File: config.mk
export PLATFORM = sky130hd
export DESIGN_NAME = mode_arbiter
export DESIGN_NICKNAME = d
export VERILOG_FILES = /design/src/rtl/mode_arbiter_pkg.sv /design/src/rtl/arb_down_counter.sv /design/src/rtl/mode_arbiter.sv
export SDC_FILE = /design/constraint.sdc
export NUM_CORES = 1
export LEC_CHECK = 0
export ABC_CLOCK_PERIOD_IN_PS = 3100
export BUFFER_PORTS_ARGS = -buffer_cell sky130_fd_sc_hd__clkbuf_2
export CAP_MARGIN = 30
export CORE_UTILIZATION = 40
export DETAILED_ROUTE_END_ITERATION = 16
export GPL_ROUTABILITY_DRIVEN = 0
export PLACE_DENSITY = 0.63
export SETUP_SLACK_MARGIN = 0.2
export SLEW_MARGIN = 20
export SYNTH_ARGS = -nofsm -noshare
export SYNTH_HDL_FRONTEND = slang
export SYNTH_SLANG_ARGS = --single-unit
File: constraint.sdc
create_clock -name clk -period 3.1 [get_ports clk]
set_input_delay 0.93 -clock clk [delete_from_list [all_inputs] [get_ports clk]]
set_output_delay 0.93 -clock clk [all_outputs]
set_load 0.02 [all_outputs]
File: src/rtl/mode_arbiter_pkg.sv
// Shared types and default constants for the mode arbiter.
//   state_t     : FSM state encoding (also driven out on mode_state)
//   *_DEF       : default parameter values for mode_arbiter
package mode_arbiter_pkg;

  typedef enum logic [2:0] {
    ST_IDLE     = 3'd0,
    ST_EVAL     = 3'd1,
    ST_DRAIN    = 3'd2,
    ST_ACTIVE   = 3'd3,
    ST_COOLDOWN = 3'd4
  } state_t;

  localparam int unsigned CNT_W  = 8;
  localparam int unsigned EVAL_W = 4;

  localparam logic [7:0]  CONF_ENTER_DEF      = 8'd32;
  localparam logic [7:0]  RUNLEN_MIN_DEF      = 8'd6;
  localparam int unsigned EVAL_CYCLES_DEF     = 3;
  localparam int unsigned MISS_LIMIT_DEF      = 4;
  localparam int unsigned COOLDOWN_CYCLES_DEF = 8;

endpackage

File: src/rtl/arb_down_counter.sv
// Loadable 8-bit down-counter that stops at zero.
//   clk, rst  : clock, synchronous active-high reset
//   load      : load load_val (wins over dec)
//   load_val  : value to load
//   dec       : decrement by one (holds at 0)
//   cnt       : current count
//   is_one    : cnt == 1
module arb_down_counter
  import mode_arbiter_pkg::*;
(
  input  logic             clk,
  input  logic             rst,
  input  logic             load,
  input  logic [CNT_W-1:0] load_val,
  input  logic             dec,
  output logic [CNT_W-1:0] cnt,
  output logic             is_one
);

  // Count register; never wraps below zero.
  always_ff @(posedge clk) begin
    if (rst)                       cnt <= '0;
    else if (load)                 cnt <= load_val;
    else if (dec && (cnt != '0))   cnt <= cnt - CNT_W'(1);
  end

  assign is_one = (cnt == CNT_W'(1));

endmodule

File: src/rtl/mode_arbiter.sv
// Decides when to switch the pipeline into the adaptive arithmetic mode.
//   clk, rst         : clock, synchronous active-high reset
//   wa_req           : analyzer evaluation request
//   confidence       : analyzer confidence score
//   predicted_runlen : analyzer run-length estimate (arith retires)
//   is_arith_R       : arithmetic instruction retired this cycle
//   pipe_idle        : pipeline drained (acks drain_req)
//   flush            : flush/exception, forces exit
//   drain_req        : high while in DRAIN
//   mode_active      : high while in ACTIVE
//   mode_state       : registered FSM state
//   switch_cnt       : saturating count of completed mode entries
module mode_arbiter
  import mode_arbiter_pkg::*;
#(
  parameter logic [7:0]  CONF_ENTER      = CONF_ENTER_DEF,
  parameter logic [7:0]  RUNLEN_MIN      = RUNLEN_MIN_DEF,
  parameter int unsigned EVAL_CYCLES     = EVAL_CYCLES_DEF,
  parameter int unsigned MISS_LIMIT      = MISS_LIMIT_DEF,
  parameter int unsigned COOLDOWN_CYCLES = COOLDOWN_CYCLES_DEF
) (
  input  logic       clk,
  input  logic       rst,
  input  logic       wa_req,
  input  logic [7:0] confidence,
  input  logic [7:0] predicted_runlen,
  input  logic       is_arith_R,
  input  logic       pipe_idle,
  input  logic       flush,
  output logic       drain_req,
  output logic       mode_active,
  output logic [2:0] mode_state,
  output logic [7:0] switch_cnt
);

  state_t              state_q, state_d;
  logic [EVAL_W-1:0]   eval_cnt_q, eval_cnt_d;
  logic [CNT_W-1:0]    miss_cnt_q, miss_cnt_d;
  logic                switch_inc;
  logic                drain_d, active_d;

  logic                run_load, run_dec, run_is_one;
  logic [CNT_W-1:0]    run_load_val, runlen_cnt, run_after;
  logic                cool_load, cool_dec, cool_is_one;
  logic [CNT_W-1:0]    cool_cnt;
  logic                qualify;

  assign qualify = wa_req && (confidence >= CONF_ENTER) && (predicted_runlen >= RUNLEN_MIN);

  // Remaining run length after this cycle's retire, before any reload.
  assign run_after = (is_arith_R && (runlen_cnt != '0)) ? runlen_cnt - CNT_W'(1) : runlen_cnt;

  arb_down_counter u_runlen (
    .clk      (clk),
    .rst      (rst),
    .load     (run_load),
    .load_val (run_load_val),
    .dec      (run_dec),
    .cnt      (runlen_cnt),
    .is_one   (run_is_one)
  );

  arb_down_counter u_cool (
    .clk      (clk),
    .rst      (rst),
    .load     (cool_load),
    .load_val (CNT_W'(COOLDOWN_CYCLES)),
    .dec      (cool_dec),
    .cnt      (cool_cnt),
    .is_one   (cool_is_one)
  );

  // State, counter and output registers.
  always_ff @(posedge clk) begin
    if (rst) begin
      state_q     <= ST_IDLE;
      eval_cnt_q  <= '0;
      miss_cnt_q  <= '0;
      switch_cnt  <= '0;
      drain_req   <= 1'b0;
      mode_active <= 1'b0;
    end else begin
      state_q     <= state_d;
      eval_cnt_q  <= eval_cnt_d;
      miss_cnt_q  <= miss_cnt_d;
      drain_req   <= drain_d;
      mode_active <= active_d;
      if (switch_inc && (switch_cnt != 8'hFF)) switch_cnt <= switch_cnt + 8'd1;
    end
  end

  // Next-state and counter control.
  always_comb begin
    state_d      = state_q;
    eval_cnt_d   = eval_cnt_q;
    miss_cnt_d   = miss_cnt_q;
    run_load     = 1'b0;
    run_load_val = predicted_runlen;
    run_dec      = 1'b0;
    cool_load    = 1'b0;
    cool_dec     = 1'b0;
    switch_inc   = 1'b0;

    case (state_q)
      ST_IDLE: begin
        if (qualify) begin
          eval_cnt_d = EVAL_W'(1);
          if (EVAL_CYCLES == 1) begin
            state_d  = ST_DRAIN;
            run_load = 1'b1;
          end else begin
            state_d  = ST_EVAL;
          end
        end
      end

      ST_EVAL: begin
        if (flush || !qualify) begin
          state_d    = ST_IDLE;
          eval_cnt_d = '0;
        end else if (eval_cnt_q == EVAL_W'(EVAL_CYCLES - 1)) begin
          state_d    = ST_DRAIN;
          eval_cnt_d = '0;
          run_load   = 1'b1;
        end else if (eval_cnt_q != '1) begin
          eval_cnt_d = eval_cnt_q + EVAL_W'(1);
        end
      end

      ST_DRAIN: begin
        if (flush) begin
          state_d   = ST_COOLDOWN;
          cool_load = 1'b1;
        end else if (pipe_idle) begin
          state_d    = ST_ACTIVE;
          switch_inc = 1'b1;
          miss_cnt_d = '0;
        end
      end

      ST_ACTIVE: begin
        if (flush) begin
          state_d    = ST_COOLDOWN;
          cool_load  = 1'b1;
          miss_cnt_d = '0;
        end else begin
          run_dec = is_arith_R;
          // Reload keeps the larger of the remaining and newly predicted run.
          if (qualify) begin
            run_load     = 1'b1;
            run_load_val = (run_after > predicted_runlen) ? run_after : predicted_runlen;
          end
          if (is_arith_R) begin
            miss_cnt_d = '0;
            if (run_is_one && !qualify) begin
              state_d   = ST_COOLDOWN;
              cool_load = 1'b1;
            end
          end else begin
            if (miss_cnt_q != '1) miss_cnt_d = miss_cnt_q + CNT_W'(1);
            if ((32'(miss_cnt_q) + 32'd1) >= MISS_LIMIT) begin
              state_d    = ST_COOLDOWN;
              cool_load  = 1'b1;
              miss_cnt_d = '0;
            end
          end
        end
      end

      ST_COOLDOWN: begin
        cool_dec = 1'b1;
        // The ==0 term only guards against a zero-length cooldown setting.
        if (cool_is_one || (cool_cnt == '0)) state_d = ST_IDLE;
      end

      default: state_d = ST_IDLE;
    endcase
  end

  // Moore outputs, registered so they line up with state_q.
  always_comb begin
    drain_d  = (state_d == ST_DRAIN);
    active_d = (state_d == ST_ACTIVE);
  end

  assign mode_state = state_q;

endmodule

Word level (Yosys, flattened, before mapping)
Cells that the tools add are included.
{"block": "op_classes", "reduce_logical": 21, "n_addsub": 6, "n_lt_le_gt_ge": 4, "n_eq_ne": 17, "n_mux": 49}
{"operator": "$mux W8", "count": 13}
{"operator": "$mux W3", "count": 10}
{"operator": "$mux W4", "count": 6}
{"operator": "$add A8 B1 Y8 const B", "count": 2}
{"operator": "$eq A8 B1 Y1 const B", "count": 2}
{"operator": "$ne A8 B8 Y1 const B", "count": 2}
{"operator": "$pmux W8 S2", "count": 1}
{"operator": "$reduce_bool A8 Y1", "count": 2}
{"operator": "$sub A8 B1 Y8 const B", "count": 2}
{"operator": "$mux W1", "count": 15}
{"operator": "$pmux W3 S5", "count": 1}
{"operator": "$eq A3 B2 Y1 const B", "count": 4}
{"operator": "$add A8 B1 Y9 const B", "count": 1}
{"operator": "$ge A9 B3 Y1 const B", "count": 1}
{"operator": "$ge A8 B3 Y1 const B", "count": 1}
{"operator": "$ge A8 B6 Y1 const B", "count": 1}
{"operator": "$gt A8 B8 Y1", "count": 1}
{"operator": "$logic_not A8 Y1", "count": 1}
{"operator": "$ne A4 B4 Y1 const B", "count": 2}
{"operator": "$pmux W4 S2", "count": 1}
{"operator": "$reduce_bool A2 Y1", "count": 4}
{"operator": "$logic_and A1 B1 Y1", "count": 7}
{"operator": "$ne A2 B2 Y1 const B", "count": 3}
{"operator": "$ne A5 B5 Y1 const B", "count": 1}
{"operator": "other kinds (11)", "count": 13}
{"block": "word_totals", "register_bits": 41, "output_inout_bits": 13}

Longest topological paths before layout
Gate-level depths: netlist (run 1).
{"block": "depth", "depth_word": 10, "mapped_depth": 12, "mapped_depth_nobuf": 11}

Modules after synthesis
A second synthesis (run 1) with hierarchy kept.
{"block": "hier_totals", "cells_unflattened": 355, "area_unflattened_um2": 2930.3}
{"module": "mode_arbiter", "area_each_um2": 1881.8, "cells_each": 237, "seq_area_each_um2": 500.5, "instances": 1}
{"module": "arb_down_counter", "area_each_um2": 524.3, "cells_each": 59, "seq_area_each_um2": 160.2, "instances": 2}

Least setup slack after synthesis (run 1)
OpenSTA, ideal clock, no wires.
{"block": "synth_path", "path_type": "in2reg", "startpoint": "in is_arith_R", "endpoint": "reg u_runlen.cnt[2]", "required_ns": 2.970, "setup_time_ns": 0.130, "path_buffers": 0, "stages": 8, "arrival_time_ns": 2.767, "path_slack_ns": 0.203, "path_cell_list": "nor3b_2 > nand3_1 > mux2_2 > ha_1 > nand4_1 > a21oi_1 > o21a_1 > o211ai_1"}
{"block": "synth_between", "elab_chain_len": 8, "word_cells_on_any_way": 12}
{"item": "start: declaration", "line": "mode_arbiter.sv:27", "text": "input logic is_arith_R,"}
{"item": "$logic_and A1 B1 Y1", "line": "mode_arbiter.sv:51", "text": "assign run_after = (is_arith_R && (runlen_cnt != '0)) ? runlen_cnt - CNT_W'(1) : runlen_cnt;"}
{"item": "$mux W8", "line": "mode_arbiter.sv:51"}
{"item": "$gt A8 B8 Y1", "line": "mode_arbiter.sv:151", "text": "run_load_val = (run_after > predicted_runlen) ? run_after : predicted_runlen;"}
{"item": "$mux W8", "line": "mode_arbiter.sv:151"}
{"item": "$mux W8", "line": "mode_arbiter.sv:149", "text": "if (qualify) begin"}
{"item": "$mux W8", "line": "mode_arbiter.sv:142", "text": "if (flush) begin"}
{"item": "$mux W8", "line": "mode_arbiter.sv:104", "text": "case (state_q)"}
{"item": "$mux W8", "line": "arb_down_counter.sv:23", "text": "else if (load) cnt <= load_val;"}
{"item": "end signal: assignment", "line": "arb_down_counter.sv:23"}
{"item": "end signal: assignment", "line": "arb_down_counter.sv:24", "text": "else if (dec && (cnt != '0)) cnt <= cnt - CNT_W'(1);"}
{"item": "end: declaration", "line": "arb_down_counter.sv:16", "text": "output logic [CNT_W-1:0] cnt,"}
Several ways; a longest one is shown, not always the timed one.
A chain may end at the register's enable or synchronous reset.

Worst setup path after layout (run 1)
{"block": "layout_path", "startpoint": "reg u_runlen.cnt[1]", "endpoint": "reg u_runlen.cnt[1]"}
{"block": "layout_between", "elab_chain_len": 9, "word_cells_on_any_way": 13}
{"item": "branches (longest 9 deep; another with $sub A8 B1 Y8)"}
Parallel ways; which one is timed is not known. The select of a mux whose other input is x is not followed.

==> results.py, run 1 <==
metrics = {
    "yosys": {
        "synth.avg_cell_area_um2": 8.53,
        "syn-num-nets": 359,
        "synth_area_leaders": "dfxtp_1, ha_1, xnor2_1",
        "synth_top_flop_cell": "dfxtp_1",
        "synth_compound_area_frac": 0.217,
        "synthSimpleGateAreaFrac": 0.269,
        "synth_commonest_cells": "dfxtp_1, nor2_1, inv_1, nand2_1, ha_1",
        "yosysSeqAreaShare": 0.302,
        "yosysWarnings": 0,
        "synth_xor_area_frac": 0.0644,
        "synth_edf_count": 0,
        "yosys-mux-area-fraction": 0.0234,
        "synth-adder-area-share": 0.0828,
        "syn-cell-area_mm2": 0.00272,
        "synthArstFlopShare": 0,
        "synth_top_area_frac": 0.302,
        "synthMostInstantiatedCell": "dfxtp_1",
        "synth_area_leader_cell": "dfxtp_1",
        "synth_top_family_by_area": "simple AND/OR/NAND/NOR gates",
        "ys_ff_latch": 41,
        "synth_cell_type_count": 66,
        "synth_cells": 319,
    },
    "worst_setup_path": {
        "critPathTopFamily": "compound AO/OA/AOI/OAI gates",
        "cp.arrival_ns": 3.04,
        "reg2regPathDepth": 11,
        "worstPathMaxFanout": 6,
        "rrSetupSlack_ns": 0.25,
        "required_ns": 3.29,
        "cp-end-kind": "flop",
        "cp.depth": 11,
        "cp-start-kind": "flop",
        "cp_num_buf_inv": 2,
        "crit_path_top_delay_cell": "or4b_4",
        "cpPeakStageDelay_ns": 0.50,
        "cp_cell_sequence": "inv_4, ha_4, or4b_4, buf_6, o211ai_1, xnor2_2, ha_1, nand4_1, o211a_4, a2bb2oi_1, a311oi_1",
        "worstSetupPathType": "reg2reg",
    },
    "clock_network": {
        "clk_pin_slew_ns": 0.08,
        "numCtsBuffers": 5,
        "clkSinkCount": 41,
        "cts_hold_buf": 0,
        "cts_htree_levels": 2,
        "cts_tree": "done",
        "cts_buffer_depth": 2,
        "root_buffer": "clkbuf_8",
        "clk_latency_ns": 0.29,
    },
    "drt": {
        "dr.first_iter.drc_count": 90,
        "remaining_drc_errors": 6,
        "antenna_left": 0,
        "via_per_inst": 5.58,
        "via_count": 2466,
        "dr.pass1.iters": 10,
        "post_drt_wl_per_cell_um": 13.6,
        "wirelength_um": 6000,
    },
    "floorplanning": {
        "core-area_mm2": 0.00646,
        "io_pins": 35,
        "rows": 29,
        "die_h_um": 84.5,
        "die_area_mm2": 0.00714,
        "die_w_um": 84.5,
        "start_util": 0.421,
    },
    "global_routing": {
        "grt_usage": 0.173,
        "grt_pass1_vias": 2227,
        "grt_max_degree": 25,
        "gr-total-overflow": 0,
        "antenna_found_initial": 0,
        "grt_pass1_wl_um": 10100,
    },
    "power_and_ir_drop": {
        "pwr-share-comb": 0.077,
        "p_int_uw": 823,
        "p_leak_nw": 1.30,
        "p_sw_uw": 235,
        "seq_power_share": 0.503,
        "power_frac_clock": 0.420,
        "peakVddDrop_mv": 0.235,
        "swShare": 0.222,
        "power_density_mw_per_mm2": 321,
        "power_mw": 1.06,
    },
    "status": {
        "violations": "DRC",
        "status": "finished, violations left",
    },
    "timing": {
        "rsz0062_at_grt": "yes",
        "slew_viol_final": 0,
        "worst_clock_skew_ns": 0.00694,
        "setup_viol": 0,
        "hold_viol_final": 0,
        "fin_hold_ws_ns": 0.464,
        "finalSetupTns_ns": 0,
        "worst_slew_pin_slew_ns": 0.915,
        "slew_headroom": 0.390,
        "fin_crit_sh": 0.920,
        "setup_ws_ns": 0.247,
        "timing.fmax_mhz": 350,
        "min_period_ns": 2.85,
    },
    "layout": {
        "final_nets": 404,
        "postLayoutCoreUtil": 0.510,
        "area_growth_pct": 21.1,
        "nFillCells": 637,
        "drive_gt1_frac": 0.252,
        "num_antenna_cells": 0,
    },
    "placement": {
        "portBuffers": 29,
        "dp_hpwl_um": 4470,
        "pre_cts_ws_ns": -0.00506,
    },
    "hold_path": {
        "hold_depth": 1,
        "min_path_type": "reg2reg",
    },
    "run": {
        "cap_violations": 0,
    },
}
-- what timing repair did --
action / CTS / global route
resized for setup: 9 / 19
endpoints found under the setup margin: 6 / 8
buffers inserted: 3 / 5
pin swaps: 4 / 23
endpoints found under the hold margin: 0 / 0
-- power by group through the flow --
stage	combinational [mW]	clock, mW	sequential [mW]
after CTS	0.0790	0.458	0.534
after global placement	0.0758	0	0.546
after global routing	0.0908	0.483	0.533
after detailed placement	0.0771	0	0.546
after floorplan	0.0465	0	0.545
final	0.0809	0.444	0.533
-- final timing paths --
kind	start	end
max	u_runlen.cnt[1]	u_runlen.cnt[1]
min	miss_cnt_q[3]	miss_cnt_q[3]
max reg2reg	u_runlen.cnt[1]	u_runlen.cnt[1]
min reg2reg	miss_cnt_q[3]	miss_cnt_q[3]
-- sequential cells by signal (all words and copies together), names as in the netlist --
signal	flops
u_runlen.cnt	8
switch_cnt	8
mode_state	3
u_cool.cnt	8
miss_cnt_q	8
mode_active	1
drain_req	1
eval_cnt_q	4
-- cell families (layout without fill, tap and decap cells) --
family / after synthesis / count (layout)
compound gates: 79 / 79
xor+xnor: 20 / 20
fa+ha+maj: 18 / 18
buf+inv: 29 / 75
flops: 41 / 41
mux: 6 / 6
simple gates: 126 / 126
-- area by class of cell --
cell class / instances / area, um2 / share of cell area
Inverter: 20 / 80.1 / 0.0243
Clock buffer: 6 / 82.6 / 0.0251
Clock inverter: 2 / 37.5 / 0.0114
Tap cell: 77 / 96.3 / 0.0292
Multi-Input combinational cell: 249 / 1880 / 0.570
Sequential cell: 41 / 828 / 0.251
Timing Repair Buffer: 47 / 292 / 0.0885
-- layout by cell type (no fill, tap or decap), types with 3 or more instances in the layout --
| master | count |
|---|---|
| or3_1 | 6 |
| mux2_2 | 3 |
| xnor2_1 | 11 |
| dfxtp_1 | 39 |
| a21o_1 | 5 |
| inv_1 | 18 |
| a21oi_1 | 10 |
| clkbuf_2 | 29 |
| o2111ai_2 | 5 |
| o211ai_1 | 12 |
| buf_6 | 3 |
| a31oi_1 | 5 |
| nor3_1 | 8 |
| o31ai_1 | 3 |
| and3_1 | 3 |
| nand3_1 | 9 |
| buf_4 | 15 |
| nor4_1 | 9 |
| nor2_1 | 26 |
| o21ai_0 | 8 |
| nand4_1 | 4 |
| clkbuf_8 | 6 |
| nand2b_1 | 5 |
| and2_1 | 10 |
| nand2_1 | 20 |
| a211oi_1 | 3 |
| xor2_1 | 8 |
| o21ai_1 | 4 |
| ha_1 | 17 |
| nor2b_1 | 3 |
-- through the flow --
stage	cell area, um2	cells
finish	3300	442
global placement	3000	426
detailed placement	3000	426
floorplan	2720	319
global route	3300	442
CTS	3180	437
-- per-layer routing --
metal	routed length (um)	global-route usage
met1	3050	0.238
met2	2630	0.274
met3	177	0.0275
met4	138	0.0616
met5	0	0
-- worst reg2reg max path, delay by kind of cell, from the launching register on --
| family | cells | cell delay, ns |
|---|---|---|
| buf+inv | 2 | 0.21 |
| xor+xnor | 1 | 0.13 |
| compound gates | 4 | 0.96 |
| fa+ha+maj | 2 | 0.47 |
| flops | 1 | 0.36 |
| simple gates | 2 | 0.63 |
(Power assumes the default switching activity.)
==> run 2: changes to the inputs <==
- ABC_AREA: unset -> 1
==> run 2 against run 1 <==
First-iteration DRC count decreased by 18%. The flow now finishes without violations. Worst hold slack got worse by 0.018 ns. Sequential power about the same. Critical path type is now in2reg. Register-to-register slack improved by 0.25 ns. Flip-flop and latch count unchanged. Die area increased by 4.1%. Area after synthesis increased by 4.2%.
==> results.py, run 2 <==
metrics = {
    "clock_network": {
        "numCtsBuffers": 5,
        "clkSinkCount": 41,
        "root_buffer": "clkbuf_8",
        "clk_latency_ns": 0.30,
        "cts_hold_buf": 0,
        "clk_pin_slew_ns": 0.09,
        "cts_htree_levels": 2,
        "cts_tree": "done",
        "cts_buffer_depth": 2,
    },
    "floorplanning": {
        "die_area_mm2": 0.00743,
        "core-area_mm2": 0.00683,
        "die_h_um": 86.2,
        "io_pins": 35,
        "rows": 30,
        "start_util": 0.415,
        "die_w_um": 86.2,
    },
    "placement": {
        "portBuffers": 29,
        "pre_cts_ws_ns": 0.0891,
        "dp_hpwl_um": 4530,
    },
    "drt": {
        "wirelength_um": 5860,
        "dr.pass1.iters": 4,
        "via_count": 2633,
        "dr.first_iter.drc_count": 74,
        "via_per_inst": 4.74,
        "post_drt_wl_per_cell_um": 10.5,
        "remaining_drc_errors": 0,
        "antenna_left": 0,
    },
    "yosys": {
        "synth_top_flop_cell": "dfxtp_1",
        "syn-num-nets": 465,
        "synth_area_leader_cell": "dfxtp_1",
        "ys_ff_latch": 41,
        "synth.avg_cell_area_um2": 6.67,
        "synth_cell_type_count": 38,
        "synth_commonest_cells": "nand2_1, inv_1, dfxtp_1, nor2_1, nand3_1",
        "yosysWarnings": 0,
        "synthArstFlopShare": 0,
        "synth_cells": 425,
        "synth_edf_count": 0,
        "synth_area_leaders": "dfxtp_1, nand2_1, ha_1",
        "syn-cell-area_mm2": 0.00284,
        "synth_top_area_frac": 0.289,
        "synthMostInstantiatedCell": "nand2_1",
        "yosysSeqAreaShare": 0.289,
    },
    "worst_setup_path": {
        "cp_num_buf_inv": 5,
        "critPathTopFamily": "simple AND/OR/NAND/NOR gates",
        "critPathMostFrequentCell": "nand2_1",
        "cp-start-kind": "input pin",
        "cp-end-kind": "flop",
        "cp_cell_sequence": "clkbuf_2, inv_1, nor2_4, nand2_1, nand2_1, inv_1, ha_1, nand2_1, inv_1, nand2_1, nand2_1, nand2_1, nand2_1, nand2_4, nand2_1, nand3_1, nand3_1, nand2_1, inv_1",
        "worstSetupPathType": "in2reg",
        "cp.arrival_ns": 2.81,
        "worstPathMaxFanout": 9,
        "required_ns": 3.30,
        "cpPeakStageDelay_ns": 0.29,
        "crit_path_top_delay_cell": "ha_1",
        "rrSetupSlack_ns": 0.49,
    },
    "status": {
        "status": "finished clean",
    },
    "timing": {
        "slew_headroom": 0.585,
        "min_period_ns": 2.61,
        "fin_hold_ws_ns": 0.446,
        "hold_viol_final": 0,
        "setup_viol": 0,
        "finalSetupTns_ns": 0,
        "fin_crit_sh": 0.841,
        "worst_slew_pin_slew_ns": 0.622,
        "setup_ws_ns": 0.493,
        "timing.fmax_mhz": 384,
        "slew_viol_final": 0,
        "worst_clock_skew_ns": 0.00347,
        "rsz0062_at_grt": "no",
    },
    "global_routing": {
        "grt_max_degree": 19,
        "grt_pass1_vias": 2434,
        "grt_usage": 0.170,
        "grt_pass1_wl_um": 10300,
        "antenna_found_initial": 0,
        "gr-total-overflow": 0,
    },
    "layout": {
        "drive_gt1_frac": 0.172,
        "most-common-layout-cells": "nand2_1, inv_1, nor2_1, dfxtp_1, nand3_1",
        "num_antenna_cells": 0,
        "final_nets": 499,
        "final_common_cell": "nand2_1",
        "area_growth_pct": 13.3,
    },
    "hold_path": {
        "min_path_type": "reg2reg",
    },
    "power_and_ir_drop": {
        "power_mw": 1.09,
        "p_leak_nw": 1.61,
        "power_density_mw_per_mm2": 340,
        "peakVddDrop_mv": 0.190,
    },
    "run": {
        "cap_violations": 0,
    },
}
run 2: area by class of cell:
class / instances / area (um2)
inverter: 71 / 267
clock inverter: 3 / 46.3
tap: 96 / 120
timing repair buffer: 31 / 160
clock buffer: 5 / 68.8
sequential: 41 / 822
fill: 731 / 3620
multi-input combinational: 309 / 1730
run 2: cells by family (layout without fill, tap and decap cells):
logic type | count (synthesis) | after routing | share of synthesized area
simple gates | 228 | 228 | 0.390
buf+inv | 75 | 110 | 0.102
compound gates | 51 | 51 | 0.102
xor+xnor | 12 | 12 | 0.0371
fa+ha+maj | 18 | 18 | 0.0794
flops | 41 | 41 | 0.289
run 2: layer usage:
metal | track usage | vias up | share of wire
met5 | 0 | - | 0
met4 | 0.0409 | 0 | 0.0063
met3 | 0.0390 | 4 | 0.028
met2 | 0.304 | 26 | 0.48
met1 | 0.205 | 1180 | 0.49
li1 | - | 1423 | -
run 2: worst min-delay path, stage by stage (launching register included):
cell and delay (ns):
dfxtp_1 0.31, inv_1 0.06, nor3_1 0.05
run 2: path summary, 6_finish.rpt:
kind,end,startpoint,cells after the start
worst max-delay path,u_runlen.cnt[3],is_arith_R,19
worst min-delay path,miss_cnt_q[7],miss_cnt_q[7],2
worst max register to register,u_runlen.cnt[3],u_runlen.cnt[0],21
worst min register to register,miss_cnt_q[7],miss_cnt_q[7],2
run 2: stage by stage:
step,cell area (um2),util,cells
2_1_floorplan,2840,-,425
3_5_place_dp,3080,0.451,546
4_1_cts,3190,0.467,554
5_1_grt,3210,0.470,556
6_report,3210,0.470,556
3_3_place_gp,3080,0.451,546
run 2: timing repair:
item | CTS | global route
buffers inserted | 0 | 2
resized for setup | 0 | 2
setup endpoints to repair | 0 | 3
run 2: power by group:
part | leakage [nW] | internal [mW] | switching [mW]
sequential | 0.331 | 0.531 | 0.00422
combinational | 1.22 | 0.0384 | 0.0723
clock | 0.0543 | 0.241 | 0.204
==> run 3: changes to the inputs <==
- ABC_CLOCK_PERIOD_IN_PS: 3100 -> 2300
- PLACE_DENSITY: 0.63 -> 0.65
- clock period: 3.1 -> 2.3 ns (I/O delays scaled with it)
==> run 3 against run 2 <==
The flow now finishes with violations (setup timing). Critical path depth decreased by 1. Worst hold slack about the same. Final area increased by 15%. Flip-flop and latch count unchanged. Total power increased by 40%. Non-clock buffer count increased by 26. Setup slack got worse by 0.57 ns. Combinational power increased by 73%. Final cell count increased by 4.9%. First-iteration DRC count decreased by 2.7%. Largest cell class unchanged. Largest power group unchanged.
==> results.py, run 3 (same netlist as run 2, synthesis figures left out) <==
metrics = {
    "status": {
        "status": "finished, violations left",
        "violations": "setup timing",
    },
    "clock_network": {
        "cts_tree": "done",
        "clk_latency_ns": 0.29,
        "cts_buffer_depth": 2,
        "clk_pin_slew_ns": 0.08,
        "numCtsBuffers": 5,
        "clkSinkCount": 41,
        "root_buffer": "clkbuf_8",
        "cts_htree_levels": 2,
    },
    "drt": {
        "dr.pass1.iters": 5,
        "dr.first_iter.drc_count": 72,
        "via_per_inst": 4.84,
        "post_drt_wl_per_cell_um": 11.2,
        "via_count": 2819,
        "remaining_drc_errors": 0,
        "wirelength_um": 6550,
        "antenna_left": 0,
    },
    "floorplanning": {
        "core-area_mm2": 0.00683,
        "io_pins": 35,
        "die_h_um": 86.2,
        "rows": 30,
        "die_w_um": 86.2,
        "start_util": 0.415,
        "die_area_mm2": 0.00743,
    },
    "layout": {
        "most-common-layout-cells": "nand2_1, inv_1, nor2_1, dfxtp_1, clkbuf_2",
        "drive_gt1_frac": 0.320,
        "postLayoutCoreUtil": 0.540,
        "num_antenna_cells": 0,
        "final_common_cell": "nand2_1",
        "final_nets": 526,
        "area_growth_pct": 30.2,
    },
    "hold_path": {
        "min_path_type": "reg2reg",
        "hold_depth": 2,
    },
    "worst_setup_path": {
        "cp_num_buf_inv": 2,
        "cp.arrival_ns": 2.55,
        "critPathTopFamily": "simple AND/OR/NAND/NOR gates",
        "cp.depth": 18,
        "worstSetupPathType": "reg2reg",
        "cpPeakStageDelay_ns": 0.37,
        "required_ns": 2.48,
        "reg2regPathDepth": 18,
        "cp-end-kind": "flop",
        "cp-start-kind": "flop",
        "critPathMostFrequentCell": "nor2_4",
        "crit_path_top_delay_cell": "dfxtp_2",
        "cp_cell_sequence": "inv_4, ha_4, nand2_4, nor2_4, nor2_4, or2_1, nand2_1, inv_1, ha_4, nand2_2, nor2_4, nor2b_4, nor2_4, nand2_4, nand2_1, nand3_1, nand2_1, a21oi_1",
        "worstPathMaxFanout": 8,
    },
    "timing": {
        "setup_viol": 8,
        "worst_clock_skew_ns": 0.00568,
        "fin_crit_sh": 1.03,
        "slew_viol_final": 0,
        "rsz0062_at_grt": "yes",
        "worst_slew_pin_slew_ns": 0.401,
        "setup_ws_ns": -0.0736,
        "timing.fmax_mhz": 421,
        "slew_headroom": 0.732,
        "hold_viol_final": 0,
        "min_period_ns": 2.37,
    },
    "power_and_ir_drop": {
        "pwr-share-comb": 0.125,
        "p_sw_uw": 391,
        "power_density_mw_per_mm2": 415,
        "seq_power_share": 0.470,
        "power_frac_clock": 0.405,
        "p_leak_nw": 1.76,
        "p_int_mw": 1.14,
        "swShare": 0.255,
        "peakVddDrop_mv": 0.217,
    },
    "global_routing": {
        "gr-total-overflow": 0,
        "grt_pass1_wl_um": 10900,
        "grt_max_degree": 16,
        "antenna_found_initial": 0,
        "grt_pass1_vias": 2582,
        "grt_usage": 0.183,
    },
    "placement": {
        "dp_hpwl_um": 4780,
        "portBuffers": 29,
        "pre_cts_ws_ns": -0.296,
    },
    "run": {
        "cap_violations": 0,
    },
}
## run 3: cell types whose count changed in the layout (fill, tap and decap cells not counted), moves of 6 or more
cell,delta
nand2_2,+16
ha_1,-9
nand3_1,-8
ha_4,+8
inv_1,-6
nand2_1,-18
nand3_2,+8
buf_4,+25
## run 3: final timing paths
kind / start / endpoint / slack, ns
worst max-delay path: u_runlen.cnt[0] / u_runlen.cnt[5] / -0.07
worst min-delay path: miss_cnt_q[4] / miss_cnt_q[4] / 0.45
worst max register to register: u_runlen.cnt[0] / u_runlen.cnt[5] / -0.07
worst min register to register: miss_cnt_q[4] / miss_cnt_q[4] / 0.45
## run 3: power by group through the flow
| stage | Clock [mW] | Sequential [mW] | Combinational (mW) |
|---|---|---|---|
| after CTS | 0.642 | 0.721 | 0.174 |
| after global routing | 0.665 | 0.722 | 0.218 |
| after detailed placement | 0 | 0.738 | 0.163 |
| after global placement | 0 | 0.737 | 0.160 |
| after floorplan | 0 | 0.739 | 0.106 |
| final | 0.620 | 0.721 | 0.192 |
## run 3: worst register-to-register path: stages (launching register included)
cell and delay [ns]:
dfxtp_2 0.37, inv_4 0.06, ha_4 0.16, nand2_4 0.09, nor2_4 0.04, nor2_4 0.20
or2_1 0.14, nand2_1 0.07, inv_1 0.09, ha_4 0.20, nand2_2 0.08, nor2_4 0.04
nor2b_4 0.12, nor2_4 0.20, nand2_4 0.12, nand2_1 0.08, nand3_1 0.08, nand2_1 0.07
a21oi_1 0.06
## run 3: timing repair
item | in CTS | in global routing
gates resized for setup | 23 | 30
hold buffers | 0 | 0
pin swaps | 13 | 17
cloned | 1 | 0
setup buffers | 3 | 1
endpoints found under the setup margin | 8 | 8
## run 3: area by class of cell
class | count | area, um2
multi-input combinational | 310 | 1990
sequential | 41 | 825
clock inverter | 2 | 37.5
fill | 692 | 3140
clock buffer | 6 | 82.6
timing repair buffer | 57 | 359
tap | 96 | 120
inverter | 71 | 279
## run 3: per-layer routing
metal | up-vias | share of wire | global-route usage
li1 | 1479 | - | -
met1 | 1284 | 0.46 | 0.222
met2 | 48 | 0.50 | 0.335
met3 | 8 | 0.026 | 0.0276
met4 | 0 | 0.013 | 0.0515
met5 | - | 0 | 0
## run 3: stage by stage
step           total power [mW]  TNS (ns)  cell area [um2]  instances  hold WS (ns)
3_5_place_dp              0.900     -2.23             3310        570         0.438
5_1_grt                    1.61     -1.71             3690        583         0.482
3_3_place_gp              0.897     -2.02             3310        570         0.433
2_1_floorplan             0.845         0             2880        425         0.423
4_1_cts                    1.54    -0.421             3550        582         0.451
6_report                   1.53    -0.389             3690        583         0.446
